[config.mk]
export PLATFORM = sky130hd
export DESIGN_NAME = memwb_pipereg_flat
export DESIGN_NICKNAME = d
export VERILOG_FILES = /design/src/rtl/memwb_pipereg_if.sv /design/src/rtl/memwb_pipereg.sv /design/src/flat_wrapper.sv
export SDC_FILE = /design/constraint.sdc
export NUM_CORES = 1
export LEC_CHECK = 0
export ABC_AREA = 1
export CORE_ASPECT_RATIO = 0.6
export CORE_UTILIZATION = 40
export CTS_CLUSTER_SIZE = 40
export DETAILED_ROUTE_END_ITERATION = 7
export HOLD_SLACK_MARGIN = 0.03
export PLACE_DENSITY = 0.7
export SLEW_MARGIN = 20
export SYNTH_ARGS = -nofsm -noshare
export SYNTH_HDL_FRONTEND = slang
export SYNTH_SLANG_ARGS = --single-unit
[constraint.sdc]
create_clock -name clk -period 2.1 [get_ports clk]
set_input_delay 0.42 -clock clk [delete_from_list [all_inputs] [get_ports clk]]
set_output_delay 0.42 -clock clk [all_outputs]
set_load 0.1 [all_outputs]
[src/rtl/memwb_pipereg_if.sv]
// MEM/WB pipeline register bus: MEM-stage inputs, stall/flush control and WB-stage outputs.
interface memwb_pipereg_if #(
    parameter int DWIDTH   = 32,
    parameter int AWIDTH   = 32,
    parameter int RWIDTH   = 5,
    parameter int CNTWIDTH = 32
);
    logic                stall;
    logic                flush;
    logic                validin;
    logic [1:0]          memtoregin;
    logic                regwrin;
    logic                finin;
    logic [RWIDTH-1:0]   regdstmuxin;
    logic [DWIDTH-1:0]   aluoutin;
    logic [DWIDTH-1:0]   dmdatain;
    logic [AWIDTH-1:0]   pcnextin;
    logic                negativein;

    logic                validout;
    logic                regwrout;
    logic [RWIDTH-1:0]   regdstout;
    logic [DWIDTH-1:0]   wbdataout;
    logic                fwdvalid;
    logic [DWIDTH-1:0]   fwddata;
    logic                finout;
    logic                halted;
    logic [CNTWIDTH-1:0] retired;

    modport master (
        output stall, flush, validin, memtoregin, regwrin, finin,
               regdstmuxin, aluoutin, dmdatain, pcnextin, negativein,
        input  validout, regwrout, regdstout, wbdataout, fwdvalid,
               fwddata, finout, halted, retired
    );

    modport slave (
        input  stall, flush, validin, memtoregin, regwrin, finin,
               regdstmuxin, aluoutin, dmdatain, pcnextin, negativein,
        output validout, regwrout, regdstout, wbdataout, fwdvalid,
               fwddata, finout, halted, retired
    );
endinterface

[src/rtl/memwb_pipereg.sv]
// semiMIPS MEM/WB pipeline register with stall/flush, valid gating, writeback mux,
// WB forwarding port, sticky halt on the finish marker and a retired-instruction counter.
module memwb_pipereg #(
    parameter int DWIDTH   = 32,
    parameter int AWIDTH   = 32,
    parameter int RWIDTH   = 5,
    parameter int CNTWIDTH = 32
) (
    input  logic           clk,
    input  logic           rstn,
    memwb_pipereg_if.slave bus
);
    localparam logic [CNTWIDTH-1:0] CNT_ONE = 1;

    logic                valid;
    logic [1:0]          memtoreg;
    logic                regwr;
    logic                fin;
    logic [RWIDTH-1:0]   regdst;
    logic [DWIDTH-1:0]   aluout;
    logic [DWIDTH-1:0]   dmdata;
    logic [AWIDTH-1:0]   pcnext;
    logic                negative;
    logic                is_new;
    logic                halted_q;
    logic [CNTWIDTH-1:0] retired_q;
    logic [DWIDTH-1:0]   wbdata;
    logic                fin_retire;

    assign fin_retire = valid & fin;

    // A retiring finish marker halts on the same edge, overriding stall and flush.
    always_ff @(posedge clk or negedge rstn) begin
        if (!rstn) begin
            valid    <= 1'b0;
            memtoreg <= '0;
            regwr    <= 1'b0;
            fin      <= 1'b0;
            regdst   <= '0;
            aluout   <= '0;
            dmdata   <= '0;
            pcnext   <= '0;
            negative <= 1'b0;
            is_new   <= 1'b0;
            halted_q <= 1'b0;
        end else if (halted_q || fin_retire) begin
            valid    <= 1'b0;
            is_new   <= 1'b0;
            halted_q <= 1'b1;
        end else if (bus.flush) begin
            valid  <= 1'b0;
            regwr  <= 1'b0;
            fin    <= 1'b0;
            is_new <= 1'b0;
        end else if (bus.stall) begin
            is_new <= 1'b0;
        end else begin
            valid    <= bus.validin;
            memtoreg <= bus.memtoregin;
            regwr    <= bus.regwrin;
            fin      <= bus.finin;
            regdst   <= bus.regdstmuxin;
            aluout   <= bus.aluoutin;
            dmdata   <= bus.dmdatain;
            pcnext   <= bus.pcnextin;
            negative <= bus.negativein;
            is_new   <= bus.validin;
        end
    end

    // is_new marks the first cycle an entry sits in WB, so a stalled entry counts once.
    always_ff @(posedge clk or negedge rstn) begin
        if (!rstn) begin
            retired_q <= '0;
        end else if (valid && is_new) begin
            retired_q <= retired_q + CNT_ONE;
        end
    end

    always_comb begin
        wbdata = '0;
        case (memtoreg)
            2'b00:   wbdata = aluout;
            2'b01:   wbdata = dmdata;
            2'b10:   wbdata[AWIDTH-1:0] = pcnext;
            default: wbdata[0] = negative;
        endcase
    end

    assign bus.validout  = valid;
    assign bus.regwrout  = valid & regwr;
    assign bus.regdstout = regdst;
    assign bus.wbdataout = wbdata;
    assign bus.fwdvalid  = valid & regwr & (regdst != '0);
    assign bus.fwddata   = wbdata;
    assign bus.finout    = fin_retire;
    assign bus.halted    = halted_q;
    assign bus.retired   = retired_q;
endmodule
[src/flat_wrapper.sv]
// flat-port wrapper written by rule: the top's interface ports become plain ports
module memwb_pipereg_flat 
#(
    parameter int DWIDTH   = 32,
    parameter int AWIDTH   = 32,
    parameter int RWIDTH   = 5,
    parameter int CNTWIDTH = 32
)
  (clk, rstn, bus_stall, bus_flush, bus_validin, bus_memtoregin, bus_regwrin, bus_finin, bus_regdstmuxin, bus_aluoutin, bus_dmdatain, bus_pcnextin, bus_negativein, bus_validout, bus_regwrout, bus_regdstout, bus_wbdataout, bus_fwdvalid, bus_fwddata, bus_finout, bus_halted, bus_retired);
  memwb_pipereg_if #(.DWIDTH(DWIDTH), .AWIDTH(AWIDTH), .RWIDTH(RWIDTH), .CNTWIDTH(CNTWIDTH)) bus_i ();
  input  logic clk;
  input  logic rstn;
  input wire logic [$bits(bus_i.stall)-1:0] bus_stall;
  input wire logic [$bits(bus_i.flush)-1:0] bus_flush;
  input wire logic [$bits(bus_i.validin)-1:0] bus_validin;
  input wire logic [$bits(bus_i.memtoregin)-1:0] bus_memtoregin;
  input wire logic [$bits(bus_i.regwrin)-1:0] bus_regwrin;
  input wire logic [$bits(bus_i.finin)-1:0] bus_finin;
  input wire logic [$bits(bus_i.regdstmuxin)-1:0] bus_regdstmuxin;
  input wire logic [$bits(bus_i.aluoutin)-1:0] bus_aluoutin;
  input wire logic [$bits(bus_i.dmdatain)-1:0] bus_dmdatain;
  input wire logic [$bits(bus_i.pcnextin)-1:0] bus_pcnextin;
  input wire logic [$bits(bus_i.negativein)-1:0] bus_negativein;
  output wire logic [$bits(bus_i.validout)-1:0] bus_validout;
  output wire logic [$bits(bus_i.regwrout)-1:0] bus_regwrout;
  output wire logic [$bits(bus_i.regdstout)-1:0] bus_regdstout;
  output wire logic [$bits(bus_i.wbdataout)-1:0] bus_wbdataout;
  output wire logic [$bits(bus_i.fwdvalid)-1:0] bus_fwdvalid;
  output wire logic [$bits(bus_i.fwddata)-1:0] bus_fwddata;
  output wire logic [$bits(bus_i.finout)-1:0] bus_finout;
  output wire logic [$bits(bus_i.halted)-1:0] bus_halted;
  output wire logic [$bits(bus_i.retired)-1:0] bus_retired;
  assign bus_i.stall = bus_stall;
  assign bus_i.flush = bus_flush;
  assign bus_i.validin = bus_validin;
  assign bus_i.memtoregin = bus_memtoregin;
  assign bus_i.regwrin = bus_regwrin;
  assign bus_i.finin = bus_finin;
  assign bus_i.regdstmuxin = bus_regdstmuxin;
  assign bus_i.aluoutin = bus_aluoutin;
  assign bus_i.dmdatain = bus_dmdatain;
  assign bus_i.pcnextin = bus_pcnextin;
  assign bus_i.negativein = bus_negativein;
  assign bus_validout = bus_i.validout;
  assign bus_regwrout = bus_i.regwrout;
  assign bus_regdstout = bus_i.regdstout;
  assign bus_wbdataout = bus_i.wbdataout;
  assign bus_fwdvalid = bus_i.fwdvalid;
  assign bus_fwddata = bus_i.fwddata;
  assign bus_finout = bus_i.finout;
  assign bus_halted = bus_i.halted;
  assign bus_retired = bus_i.retired;
  memwb_pipereg #(.DWIDTH(DWIDTH), .AWIDTH(AWIDTH), .RWIDTH(RWIDTH), .CNTWIDTH(CNTWIDTH)) u_core (.clk(clk), .rstn(rstn), .bus(bus_i));
endmodule
# After elaboration in Yosys (flattened, before gate mapping)
# Cells that the tools add are included.
# word_totals
reg_bits	141
wordCells	41
# op_classes
n_addsub	1
n_eq_ne	4
muxes	12
n_bitwise	6
reduce_logical	6
# op_table
operator	count
31-bit case mux with 3 select lines	1
32-bit by 1-bit adder with 32-bit output, second input constant	1
1-bit 2-to-1 mux	10
5-bit nonzero test	1
1-bit AND	3
3-bit by 1-bit != test with 1-bit output, second input constant	1
1-bit NOT	3
1-bit case mux with 3 select lines	1
3-bit AND reduction	1
2-bit by 1-bit equality test with 1-bit output, second input constant	1
2-bit equality test, second input constant	1
2-bit zero test	1
2-bit by 1-bit != test with 1-bit output, second input constant	1
2-bit AND reduction	1
1-bit logical AND	1
1-bit logical OR	1

# Longest topological paths before layout
# logic_depth
word_depth	4
ltp_mapped	9
mapped_depth_nobuf	9

# Least setup slack after synthesis
# Ideal clock, no wire load.
# synth_path
path_kind	flip-flop to output port
startpoint	reg u_core.memtoreg[0]
endpoint	out bus_wbdataout[10]
t_arrival_ns	3.099
required_time_ns	1.680
slack_ns	-1.419
stages_incl_launch_ff	7
path_buffers	4
path_cell_list	dfrtp_1 > clkbuf_1 > or2_2 > clkbuf_1 > buf_2 > o211ai_1 > buf_4
# synth_via
elab_chain_cells	2
elab_cells_between_ends	4
cone_classes	2 x eq/ne; 1 x mux; 1 x reduce/logical
# synth_rtl
item	line	text
start, declared	memwb_pipereg.sv:16	logic [1:0] memtoreg;
start signal, assigned	memwb_pipereg.sv:59	memtoreg <= bus.memtoregin;
2-bit equality test, or another cell as far along	memwb_pipereg.sv:82	case (memtoreg)
31-bit case mux with 3 select lines *	memwb_pipereg.sv:82	
end, declared	flat_wrapper.sv:27	output wire logic [$bits(bus_i.wbdataout)-1:0] bus_wbdataout;
# Mark *: on every way between the ends. The rest lies on a longest branch, timed or not.

# Worst setup path after layout
# layout_path
startpoint	reg u_core.memtoreg[0]
endpoint	out bus_fwddata[5]
# layout_via
elab_chain_cells	2
elab_cells_between_ends	4
cone_classes	2 x eq/ne; 1 x mux; 1 x reduce/logical
# layout_rtl
item	line	text
2-bit equality test, or another cell as far along	memwb_pipereg.sv:82	
31-bit case mux with 3 select lines *	memwb_pipereg.sv:82	
end, declared	flat_wrapper.sv:29	output wire logic [$bits(bus_i.fwddata)-1:0] bus_fwddata;
# Marked as above.

==> results.sh <==
export IMPL_status="finished, violations left"
export IMPL_violations="negative setup slack"
export IMPL_startpoint_type="flip-flop"
export IMPL_ys_seq_area_share_pct=51.7
export IMPL_core_area_um2=16400
export IMPL_post_drt_wl_per_cell_um=18.1
export IMPL_postRouteAntennaNets=0
export IMPL_port_buffers=216
export IMPL_fmax_mhz=434
export IMPL_antenna_found_initial=4
export IMPL_synth_warnings=0
export IMPL_die_w_um=171
export IMPL_layout_setup_ws_ns=-0.206
export IMPL_place_gp_congestion=0.899
export IMPL_cts_sinks=141
export IMPL_maxCapViolations=0
export IMPL_slew_headroom_pct=68.8
export IMPL_gr_total_overflow=0
export IMPL_cp_required_ns=1.68
export IMPL_finalCritPeriodShare_pct=110
export IMPL_totalWireLength_mm=20.9
export IMPL_reg2regPathDepth=6
export IMPL_cts_buffers=17
export IMPL_fin_nets=1029
export IMPL_n_fill_cell=1256
export IMPL_grt_usage_pct=23.5
export IMPL_initial_core_util_pct=41.5
export IMPL_row_count=36
export IMPL_crit_path_max_fanout=8
export IMPL_hold_path_class="input port to asynchronous set/reset pin"
export IMPL_cts_htree_levels=4
export IMPL_synth_most_common_cell="dfrtp_1"
export IMPL_async_reset_ff_share_pct=100
export IMPL_vias=5661
export IMPL_drive_above_1_share_pct=34.3
export IMPL_cts_root_buf="clkbuf_16"
export IMPL_synth_seq_cells=141
export IMPL_syn_nets=784
export IMPL_r2r_start="u_core.bus.validout"
export IMPL_synth_area_um2=6830
export IMPL_grt_setup_unrepaired="true"
export IMPL_vias_per_cell=4.89
export IMPL_num_io_pins=217
export IMPL_yosysTopAreaCellShare_pct=51.7
export IMPL_drtPass1Iterations=5
export IMPL_arrival_ns=1.89
export IMPL_synth_distinct_cells=27
export IMPL_rrSetupSlack_ns=0.36
export IMPL_dp_hpwl_mm=14.6
export IMPL_cp_end_kind="output port"
export IMPL_diodes=0
export IMPL_worst_pin_slew_ns=0.467
export IMPL_synth_area_leaders="dfrtp_1, mux2_4, nand2_1"
export IMPL_yosys_top_cells_count="dfrtp_1, nand2_1, inv_1"
export IMPL_timing_setup_tns_ns=-10.34
export IMPL_clockBufferDepth=2
export IMPL_skew_ns=0.0147
export IMPL_synth_ff_type="dfrtp_1"
export IMPL_dieHeight_um=103
export IMPL_drtIter0Drc=436
export IMPL_clkSlewWorstSetupHoldPaths_ns=0.07
export IMPL_reg2reg_to="u_core.aluout[26]"
export IMPL_synth_edf_count=0
export IMPL_insertion_delay_ns=0.42
export IMPL_syn_area_per_cell_um2=10.2
export IMPL_synth_area_leader_cell="dfrtp_1"
export IMPL_crit_type="flip-flop to output port"
export IMPL_cts_tree="done"
export IMPL_pre_cts_slack_ns=0.0550
export IMPL_drc_errors=0
export IMPL_area_growth_pct=60.1
export IMPL_hold_violations=0
export IMPL_min_period_ns=2.31
export IMPL_syn_inst=672
export IMPL_grt_pass1_wl_mm=30.7
export IMPL_finalSetupViolCount=64
export IMPL_die_area_um2=17600
export IMPL_grt_pass1_vias=5421
export IMPL_grt_max_degree=44
export IMPL_drv_slew=0
logic make-up after synthesis:
kind of cell,count (synthesis),share of synthesized area [%]
multiplexers,71,13.9
adder cells (fa/ha/maj),1,0.183
buffers and inverters,129,9.91
AO/OA/AOI/OAI,70,6.37
AND/OR/NAND/NOR,237,15.0
flip-flops,141,51.7
XOR/XNOR,23,2.95
stage by stage:
| stage | cell area (um^2) | cells | util (%) | hold WS [ns] |
|---|---|---|---|---|
| 2_1_floorplan | 6890 | 672 | - | 0.124 |
| 3_3_place_gp | 10000 | 1113 | 61.0 | 0.383 |
| 3_5_place_dp | 10000 | 1113 | 61.0 | 0.386 |
| 4_1_cts | 10700 | 1149 | 65.2 | 0.507 |
| 5_1_grt | 10900 | 1157 | 66.5 | 0.526 |
| 6_report | 10900 | 1157 | 66.5 | 0.507 |
final cells by class:
cell class | count | area [um^2] | share of cell area [%]
clock buffer | 19 | 443 | 4.05
clock inverter | 12 | 184 | 1.68
inverter | 68 | 259 | 2.37
multi-input combinational | 405 | 2760 | 25.3
sequential | 141 | 3540 | 32.3
tap | 228 | 285 | 2.61
timing repair buffer | 284 | 3470 | 31.7
worst max-delay path, cell delays in order, from the launching register on:
cell and delay, ns:
dfrtp_2 0.47, or2_4 0.35, o211ai_1 0.28, buf_4 0.20, buf_12 0.17
sequential cells by signal, summed over array words and instances (netlist names):
name and count:
u_core.bus.validout 1, u_core.bus.halted 1, u_core.bus.regdstout 5, u_core.fin 1, u_core.is_new 1, u_core.pcnext 32
u_core.dmdata 32, u_core.bus.retired 32, u_core.regwr 1, u_core.memtoreg 2, u_core.aluout 32, u_core.negative 1
cell usage in the layout (no fill, tap or decap), drive strengths merged:
cell type / netlist / routed
nor2: 69 / 69
nand2: 99 / 99
nand3b: 3 / 3
o2111ai: 1 / 1
buf: 50 / 171
clkdlybuf4s50: 0 / 109
o21ai: 3 / 3
o41ai: 1 / 1
inv: 68 / 70
ha: 1 / 1
nand3: 53 / 53
clkinv: 0 / 3
a21oi: 34 / 34
dlygate4sd3: 0 / 1
mux2: 71 / 71
bufinv: 0 / 4
clkbuf: 11 / 22
o211ai: 31 / 31
dfrtp: 141 / 141
xnor2: 13 / 13
nor3: 3 / 3
or2: 2 / 5
xor2: 10 / 10
clkinvlp: 0 / 3
nand4: 8 / 8
worst max path at each step:
stage / startpoint / endpoint / slack, ns / depth (start not counted)
6_report: u_core.memtoreg[0] / bus_fwddata[5] / -0.21 / 4
5_1_grt: u_core.memtoreg[1] / bus_wbdataout[10] / -0.30 / 8
4_1_cts: u_core.memtoreg[0] / bus_fwddata[5] / -0.22 / 4
3_5_place_dp: bus_stall / u_core.bus.regdstout[0] / 0.06 / 6
3_3_place_gp: bus_stall / u_core.aluout[15] / 0.07 / 6
2_1_floorplan: u_core.memtoreg[0] / bus_wbdataout[10] / -1.32 / 6
timing repair:
| action | CTS | global route |
|---|---|---|
| gates resized for setup | 5 | 30 |
| setup endpoints to repair | 64 | 65 |
| gates cloned | 2 | 5 |
| buffers inserted | 2 | 3 |
| pin swaps | 4 | 20 |
| hold buffers | 1 | 0 |
| hold endpoints to repair | 38 | 0 |
per-layer routing:
metal,vias up,track usage [%],wire length (um)
li1,2674,-,-
met1,2707,34.8,9860
met2,250,33.1,8660
met3,24,7.95,2120
met4,6,4.92,240
met5,-,0,35
Power is left out: the tool's default activity adds up to more than one toggle a clock period on the data nets, which glitch-free logic cannot reach.
